## src/rtl/seq_detect_ctrl_if.sv

```systemverilog
// Host-side job/status bundle of the sequence detector run controller.
// The host drives jobs through the master modport; the controller answers through the slave modport.
`timescale 1ns/1ps
interface seq_detect_ctrl_if #(
    parameter int SEQ_W = 5,
    parameter int CNT_W = 8,
    parameter int TMO_W = 16
);
    logic             cfg_valid;
    logic             cfg_ready;
    logic [SEQ_W-1:0] cfg_pattern;
    logic [CNT_W-1:0] cfg_count;
    logic [TMO_W-1:0] cfg_timeout;
    logic             abort;
    logic             busy;
    logic             done;
    logic [1:0]       status;
    logic [CNT_W-1:0] hit_count;
    logic             done_ack;

    modport master (
        output cfg_valid, cfg_pattern, cfg_count, cfg_timeout, abort, done_ack,
        input  cfg_ready, busy, done, status, hit_count
    );

    modport slave (
        input  cfg_valid, cfg_pattern, cfg_count, cfg_timeout, abort, done_ack,
        output cfg_ready, busy, done, status, hit_count
    );
endinterface

```

## src/rtl/seq_detect_ctrl.sv

```systemverilog
// Run controller for one programmable sequence detector: loads the pattern, clears and
// refills the detector, counts hits until target/timeout/abort, then holds the result.
`timescale 1ns/1ps
module seq_detect_ctrl #(
    parameter int SEQ_W = 5,
    parameter int CNT_W = 8,
    parameter int TMO_W = 16
) (
    input  logic             clk,
    input  logic             resetn,
    seq_detect_ctrl_if.slave host,
    output logic [SEQ_W-1:0] det_init,
    output logic             det_resetn,
    input  logic             det_seen
);
    localparam logic [1:0] S_IDLE  = 2'd0;
    localparam logic [1:0] S_FILL  = 2'd1;
    localparam logic [1:0] S_ARMED = 2'd2;
    localparam logic [1:0] S_DONE  = 2'd3;

    localparam logic [1:0] RES_NONE    = 2'b00;
    localparam logic [1:0] RES_MATCH   = 2'b01;
    localparam logic [1:0] RES_TIMEOUT = 2'b10;
    localparam logic [1:0] RES_ABORT   = 2'b11;

    localparam int                FILL_W    = $clog2(SEQ_W + 1);
    localparam logic [FILL_W-1:0] FILL_LOAD = FILL_W'(SEQ_W);
    localparam logic [CNT_W-1:0]  CNT_MAX   = '1;

    logic [1:0]        state_reg,    state_next;
    logic [FILL_W-1:0] fill_reg,     fill_next;
    logic [TMO_W-1:0]  timer_reg,    timer_next;
    logic [TMO_W-1:0]  tmo_reg,      tmo_next;
    logic [CNT_W-1:0]  target_reg,   target_next;
    logic [CNT_W-1:0]  hit_reg,      hit_next;
    logic [1:0]        status_reg,   status_next;
    logic [SEQ_W-1:0]  init_reg,     init_next;
    logic              det_rstn_reg, det_rstn_next;

    logic [CNT_W-1:0]  hit_sat;
    logic [TMO_W:0]    timer_inc;

    assign hit_sat   = (hit_reg == CNT_MAX) ? hit_reg : hit_reg + CNT_W'(1);
    assign timer_inc = {1'b0, timer_reg} + (TMO_W + 1)'(1);

    always_comb begin
        state_next    = state_reg;
        fill_next     = fill_reg;
        timer_next    = timer_reg;
        tmo_next      = tmo_reg;
        target_next   = target_reg;
        hit_next      = hit_reg;
        status_next   = status_reg;
        init_next     = init_reg;
        det_rstn_next = 1'b1;

        case (state_reg)
            S_IDLE: begin
                if (host.cfg_valid) begin
                    init_next     = host.cfg_pattern;
                    target_next   = (host.cfg_count == '0) ? CNT_W'(1) : host.cfg_count;
                    tmo_next      = host.cfg_timeout;
                    hit_next      = '0;
                    status_next   = RES_NONE;
                    fill_next     = FILL_LOAD;
                    // One low cycle clears the detector's shift register.
                    det_rstn_next = 1'b0;
                    state_next    = S_FILL;
                end
            end
            S_FILL: begin
                if (host.abort) begin
                    status_next = RES_ABORT;
                    state_next  = S_DONE;
                end else if (fill_reg == '0) begin
                    timer_next = '0;
                    state_next = S_ARMED;
                end else begin
                    fill_next = fill_reg - FILL_W'(1);
                end
            end
            S_ARMED: begin
                timer_next = timer_inc[TMO_W-1:0];
                if (det_seen) begin
                    hit_next = hit_sat;
                end
                // Abort outranks a match, which outranks a timeout in the same cycle.
                if (host.abort) begin
                    status_next = RES_ABORT;
                    state_next  = S_DONE;
                end else if (det_seen && (hit_sat == target_reg)) begin
                    status_next = RES_MATCH;
                    state_next  = S_DONE;
                end else if ((tmo_reg != '0) && (timer_inc == {1'b0, tmo_reg})) begin
                    status_next = RES_TIMEOUT;
                    state_next  = S_DONE;
                end
            end
            default: begin
                if (host.done_ack) begin
                    state_next = S_IDLE;
                end
            end
        endcase
    end

    always_ff @(posedge clk or negedge resetn) begin
        if (!resetn) begin
            state_reg    <= S_IDLE;
            fill_reg     <= '0;
            timer_reg    <= '0;
            tmo_reg      <= '0;
            target_reg   <= '0;
            hit_reg      <= '0;
            status_reg   <= RES_NONE;
            init_reg     <= '0;
            det_rstn_reg <= 1'b0;
        end else begin
            state_reg    <= state_next;
            fill_reg     <= fill_next;
            timer_reg    <= timer_next;
            tmo_reg      <= tmo_next;
            target_reg   <= target_next;
            hit_reg      <= hit_next;
            status_reg   <= status_next;
            init_reg     <= init_next;
            det_rstn_reg <= det_rstn_next;
        end
    end

    assign host.cfg_ready = (state_reg == S_IDLE);
    assign host.busy      = (state_reg == S_FILL) || (state_reg == S_ARMED);
    assign host.done      = (state_reg == S_DONE);
    assign host.status    = status_reg;
    assign host.hit_count = hit_reg;
    assign det_init       = init_reg;
    assign det_resetn     = det_rstn_reg;
endmodule
```

## src/flat_wrapper.sv

```systemverilog
// flat-port wrapper written by rule: the top's interface ports become plain ports
module seq_detect_ctrl_flat 
#(
    parameter int SEQ_W = 5,
    parameter int CNT_W = 8,
    parameter int TMO_W = 16
)
  (clk, resetn, det_init, det_resetn, det_seen, host_cfg_valid, host_cfg_pattern, host_cfg_count, host_cfg_timeout, host_abort, host_done_ack, host_cfg_ready, host_busy, host_done, host_status, host_hit_count);
  seq_detect_ctrl_if #(.SEQ_W(SEQ_W), .CNT_W(CNT_W), .TMO_W(TMO_W)) host_i ();
  input  logic clk;
  input  logic resetn;
  output logic [SEQ_W-1:0] det_init;
  output logic det_resetn;
  input  logic det_seen;
  input wire logic [$bits(host_i.cfg_valid)-1:0] host_cfg_valid;
  input wire logic [$bits(host_i.cfg_pattern)-1:0] host_cfg_pattern;
  input wire logic [$bits(host_i.cfg_count)-1:0] host_cfg_count;
  input wire logic [$bits(host_i.cfg_timeout)-1:0] host_cfg_timeout;
  input wire logic [$bits(host_i.abort)-1:0] host_abort;
  input wire logic [$bits(host_i.done_ack)-1:0] host_done_ack;
  output wire logic [$bits(host_i.cfg_ready)-1:0] host_cfg_ready;
  output wire logic [$bits(host_i.busy)-1:0] host_busy;
  output wire logic [$bits(host_i.done)-1:0] host_done;
  output wire logic [$bits(host_i.status)-1:0] host_status;
  output wire logic [$bits(host_i.hit_count)-1:0] host_hit_count;
  assign host_i.cfg_valid = host_cfg_valid;
  assign host_i.cfg_pattern = host_cfg_pattern;
  assign host_i.cfg_count = host_cfg_count;
  assign host_i.cfg_timeout = host_cfg_timeout;
  assign host_i.abort = host_abort;
  assign host_i.done_ack = host_done_ack;
  assign host_cfg_ready = host_i.cfg_ready;
  assign host_busy = host_i.busy;
  assign host_done = host_i.done;
  assign host_status = host_i.status;
  assign host_hit_count = host_i.hit_count;
  seq_detect_ctrl #(.SEQ_W(SEQ_W), .CNT_W(CNT_W), .TMO_W(TMO_W)) u_core (.clk(clk), .resetn(resetn), .host(host_i), .det_init(det_init), .det_resetn(det_resetn), .det_seen(det_seen));
endmodule
```

## config.mk

```make
export PLATFORM = sky130hd
export DESIGN_NAME = seq_detect_ctrl_flat
export DESIGN_NICKNAME = d
export VERILOG_FILES = /design/src/rtl/seq_detect_ctrl_if.sv /design/src/rtl/seq_detect_ctrl.sv /design/src/flat_wrapper.sv
export SDC_FILE = /design/constraint.sdc
export NUM_CORES = 1
export LEC_CHECK = 0
export BUFFER_PORTS_ARGS = -buffer_cell sky130_fd_sc_hd__buf_2
export CAP_MARGIN = 20
export CORE_ASPECT_RATIO = 0.9
export CORE_UTILIZATION = 57
export DETAILED_ROUTE_END_ITERATION = 12
export PLACE_DENSITY = 0.8
export SLEW_MARGIN = 20
export SYNTH_ARGS = -nofsm -noshare
export SYNTH_HDL_FRONTEND = slang
export SYNTH_SLANG_ARGS = --single-unit
```

## constraint.sdc

```tcl
create_clock -name clk -period 3.7 [get_ports clk]
set_input_delay 0.555 -clock clk [delete_from_list [all_inputs] [get_ports clk]]
set_output_delay 0.555 -clock clk [all_outputs]
set_load 0.005 [all_outputs]
```

After elaboration in Yosys (flattened, before gate mapping)
Index checks and enable logic that the tools add are counted.
{"block": "classes", "addsub": 3, "eq_ne": 14, "mux": 28, "reduce_logical": 18}
{"operator": "two-way mux 16 bit", "n": 2}
{"operator": "two-way mux 8 bit", "n": 4}
{"operator": "one-hot mux 16 bit (2 select lines)", "n": 1}
{"operator": "two-way mux 2 bit", "n": 12}
{"operator": "adder 16 x 1 -> 17 bit, second input constant", "n": 1}
{"operator": "equality test 17 x 16 -> 1 bit", "n": 1}
{"operator": "one-hot mux 8 bit (2 select lines)", "n": 1}
{"operator": "nonzero test 16 bit", "n": 1}
{"operator": "one-hot mux 2 bit (3 select lines)", "n": 2}
{"operator": "AND reduction 4 bit", "n": 3}
{"operator": "inequality test 2 bit, second input constant", "n": 5}
{"operator": "two-way mux 3 bit", "n": 3}
{"operator": "adder 8 x 1 -> 8 bit, second input constant", "n": 1}
{"operator": "equality test 8 bit", "n": 1}
{"operator": "equality test 8 bit, second input constant", "n": 1}
{"operator": "zero test 8 bit", "n": 1}
{"operator": "one-hot mux 3 bit (2 select lines)", "n": 1}
{"operator": "AND reduction 3 bit", "n": 2}
{"operator": "nonzero test 2 bit", "n": 3}
{"operator": "equality test 2 bit, second input constant", "n": 2}
{"operator": "inequality test 4 x 2 -> 1 bit, second input constant", "n": 1}
{"operator": "nonzero test 4 bit", "n": 1}
{"operator": "zero test 3 bit", "n": 1}
{"operator": "inequality test 3 x 2 -> 1 bit, second input constant", "n": 1}
{"operator": "other kinds (9)", "n": 11}
{"block": "word_totals", "ff_bits": 61, "inputBits": 35, "output_inout_bits": 19, "wordCells": 72}

Depth between registers and ports, before layout
{"block": "logic_depth", "depth_word": 7, "mapped_depth": 9, "mapped_depth_nobuf": 8}

Worst setup path after synthesis
OpenSTA, ideal clock, no wires.
{"block": "synth_path", "path_type": "register to register", "from": "register u_core.timer_reg[0]", "to": "register u_core.state_reg[0]", "setup_ps": 128, "arrival_ps": 2441, "required_time_ps": 3572, "setup_slack_ps": 1132, "stages_incl_launch_ff": 10, "path_buffers": 1, "period_less_slack_ps": 2568, "path_cell_list": "dfrtp_1 > ha_1 > clkbuf_1 > nand3_2 > nor4_1 > a21oi_2 > a2111oi_4 > a311oi_2 > a21oi_2 > mux2_1"}
{"block": "synth_between", "elab_chain_len": 5}
{"element": "start: declaration", "line_no": "seq_detect_ctrl.sv:32", "source": "logic [TMO_W-1:0] timer_reg, timer_next;"}
{"element": "start signal: assignment", "line_no": "seq_detect_ctrl.sv:121", "source": "timer_reg <= timer_next;"}
{"element": "adder 16 x 1 -> 17 bit", "line_no": "seq_detect_ctrl.sv:44", "source": "assign timer_inc = {1'b0, timer_reg} + (TMO_W + 1)'(1);"}
{"element": "equality test 17 x 16 -> 1 bit", "line_no": "seq_detect_ctrl.sv:94", "source": "end else if ((tmo_reg != '0) && (timer_inc == {1'b0, tmo_reg})) begin"}
{"element": "logical AND 1 bit", "line_no": "seq_detect_ctrl.sv:94"}
{"element": "inequality test 4 x 2 -> 1 bit (no line)"}
{"element": "AND reduction 4 bit (no line)"}
{"element": "end signal: assignment", "line_no": "seq_detect_ctrl.sv:119", "source": "state_reg <= state_next;"}
{"element": "end: declaration", "line_no": "seq_detect_ctrl.sv:30", "source": "logic [1:0] state_reg, state_next;"}
No other way between the ends.
A chain may end at the register's enable or synchronous reset.

Final worst setup path
{"block": "layout_path", "from": "register u_core.timer_reg[0]", "to": "register u_core.state_reg[1]"}
Same word-level chain as after synthesis.

==> key figures <==
Synthesis
  – Register area share after synthesis: 40.9%
  – Post-Syn Area: 3740 µm²
  – Top cell type by total area after synthesis: dfrtp_1
  – Syn Inst Count: 385
  – Yosys Warn Count: 0
  – Post-synthesis async set-or-reset flop share: 100%
  – Ys flop type: dfrtp_1
  – Synthesized flop and latch total: 61
  – Synthesized net count: 428
  – Yosys cell types: 58
  – Post-synth EDFFs: 0
  – Synth top area share: 40.9%
  – Syn Area/Cell: 9.70 µm²
  – Largest cells by area after synthesis: dfrtp_1 41%, mux2_2 9.3%, xnor2_1 4.9%, nand2_1 3.7%, o21ai_0 3.6%

Power
  – Maximum vdd drop: 0.477 mV
  – Total power draw: 3.10 mW
  – LEAKAGE: 1.83 nW
  – Power Dens Cells: 729 nW/µm²

STA
  – Clock Skew: 0.00827 ns
  – Minimum clock period: 2.73 ns
  – Post-route setup slack: 0.970 ns
  – Setup TNS: 0 ns
  – Endpoints failing setup: 0
  – Max-slew violations: 0
  – Period Utilization, post-route: 73.8%
  – Max-slew headroom: 44.7%
  – Min Hold Slack: 0.304 ns
  – Slew of the pin with the lowest slew margin: 0.829 ns
  – Final Hold Viols: 0
  – Fmax achieved: 366 MHz
  – Unrepaired setup endpoints after global routing: false

Global route
  – Initial antenna violation count: 0
  – Number of global-route vias before repair: 2960
  – GR Overflow Total: 0
  – First-pass GRT wire length: 14.1 mm
  – Largest net degree at the start of global routing: 37
  – All-Layer GR Usage: 26.9%

Clock network
  – Htree depth: 3
  – Clock Sinks: 61
  – Worst-Skew Late Latency: 0.35 ns
  – TritonCTS buffer count: 9
  – CTS hold repair buffers: 0
  – CTS tree: done
  – Clock Path Buffers: 2
  – Post-CTS Repair Setup Buffers: 0
  – Worst-path clk slew: 0.08 ns
  – Post_cts resized: 0
  – Root buf cell: clkbuf_8

Critical path
  – CP max stage delay: 0.50 ns
  – Slowest CP cell: dfrtp_1
  – Worst EP required: 3.93 ns
  – Worst path top cell family by delay: compound AO/OA/AOI/OAI gates
  – Crit path capture type: flip-flop
  – Critical path arrival: 2.96 ns
  – Startpoint Class: flip-flop
  – WP buf/inv: 0
  – Critical-path maximum fanout: 10
  – Kind of critical path: flip-flop to flip-flop
  – CP Cell Sequence: ha_1 > nand3_2 > nor2_1 > o311ai_0 > a2111oi_4 > a311oi_2 > a21oi_2 > mux2_1

Die
  – Die H: 78.8 µm
  – Initial Util: 60.1%
  – Chip width: 87.3 µm
  – Core area: 6220 µm²
  – Ports: 54
  – DIE AREA: 6880 µm²
  – Row count: 27

Placement
  – Setup WS pre-CTS: 0.984 ns
  – Placer congestion estimate: 0.950
  – Port bufs: 53
  – Area post-placement: 4060 µm²
  – Placed Instances: 509
  – DP HPWL: 6.03 mm

Job
  – Max-cap violations: 0

Finish
  – Commonest non-fill, non-tap cell in the layout: dfrtp_1
  – Register area: 1530 µm²
  – Inserted Diodes: 0
  – Design Area, Final: 4260 µm²
  – Cell Count, Final, Fillers Out: 525
  – Fin util: 68.5%
  – Multi-input logic area: 2060 µm²
  – Fraction of layout cells with a size suffix above 1: 28.1%
  – Final net count: 476
  – Filler Cell Count: 504
  – Most frequent cells in the layout: 61 x dfrtp_1, 53 x buf_2, 37 x nand2_1
  – Area grow syn2layout: 14.0%

Route
  – Drt wl/cell: 15.8 µm
  – Vias per cell: 5.86
  – TritonRoute pass-1 iters: 4
  – Vias: 3077
  – Drt drc: 0
  – Total Wirelength: 8.28 mm
  – Antenna Violating Nets Remaining: 0
  – Iter 0 DRT Violations: 214

Worst hold path
  – Worst Hold Class: input port to asynchronous set/reset pin

Run status
  – Status: complete, no violations
[area by class of cell]
class	instances	area share (%)
Inverter	12	1.06
Timing Repair Buffer	59	7.28
Sequential cell	61	35.8
Multi-Input combinational cell	290	48.5
Tap cell	87	2.56
Clock inverter	7	1.91
Clock buffer	9	2.91
[kinds of logic (layout without fill, tap and decap cells)]
group / after synthesis / in the layout / share of synthesized area (%)
compound gates: 85 / 85 / 15.3
xor+xnor: 28 / 28 / 6.56
fa+ha+maj: 9 / 9 / 2.95
buf+inv: 34 / 87 / 3.88
flops: 61 / 61 / 40.9
mux: 38 / 38 / 11.3
simple gates: 130 / 130 / 19.2
[layer usage]
layer  wire length (µm)  share of wire, %  track usage [%]  vias to the layer above
met5                  0                 0                0                        -
li1                   -                 -                -                     1495
met3                458               5.5             7.48                       18
met2               3730                45             40.4                       89
met4                140               1.7             9.02                        0
met1               3950                48             37.7                     1475
[final timing paths]
path / from / end / slack, ns / cells after the start
max in group asynchronous: resetn / u_core.tmo_reg[4] / 2.66 / 2
max: u_core.timer_reg[0] / u_core.state_reg[1] / 0.97 / 8
min: resetn / u_core.fill_reg[1] / 0.30 / 1
min in group clk: host_cfg_timeout[7] / u_core.tmo_reg[7] / 0.43 / 2
max reg2reg: u_core.timer_reg[0] / u_core.state_reg[1] / 0.97 / 8
min reg2reg: u_core.det_init[4] / u_core.det_init[4] / 0.51 / 1
[cell usage after synthesis, drive strengths merged (2+ instances only)]
library cell and count:
nand3b 3, and3 5, o21a 4, a22o 7, nor2 21, nor4 12
and4 4, nand2 37, mux2i 5, nand4 7, o21ai 27, inv 12
o2bb2ai 2, a41oi 2, a31oi 3, mux2 33, nor2b 3, or2 4
o31ai 3, buf 6, clkbuf 16, a21oi 23, dfrtp 61, and2 2
nand3 13, xnor2 21, or3 2, ha 8, xor2 7, nor3 10
nand2b 5
[power by group]
group          internal (mW)  switching, mW
clock network          0.320          0.302
registers              0.899          0.273
logic                  0.629          0.682
Power figures use the tool's default switching activity.
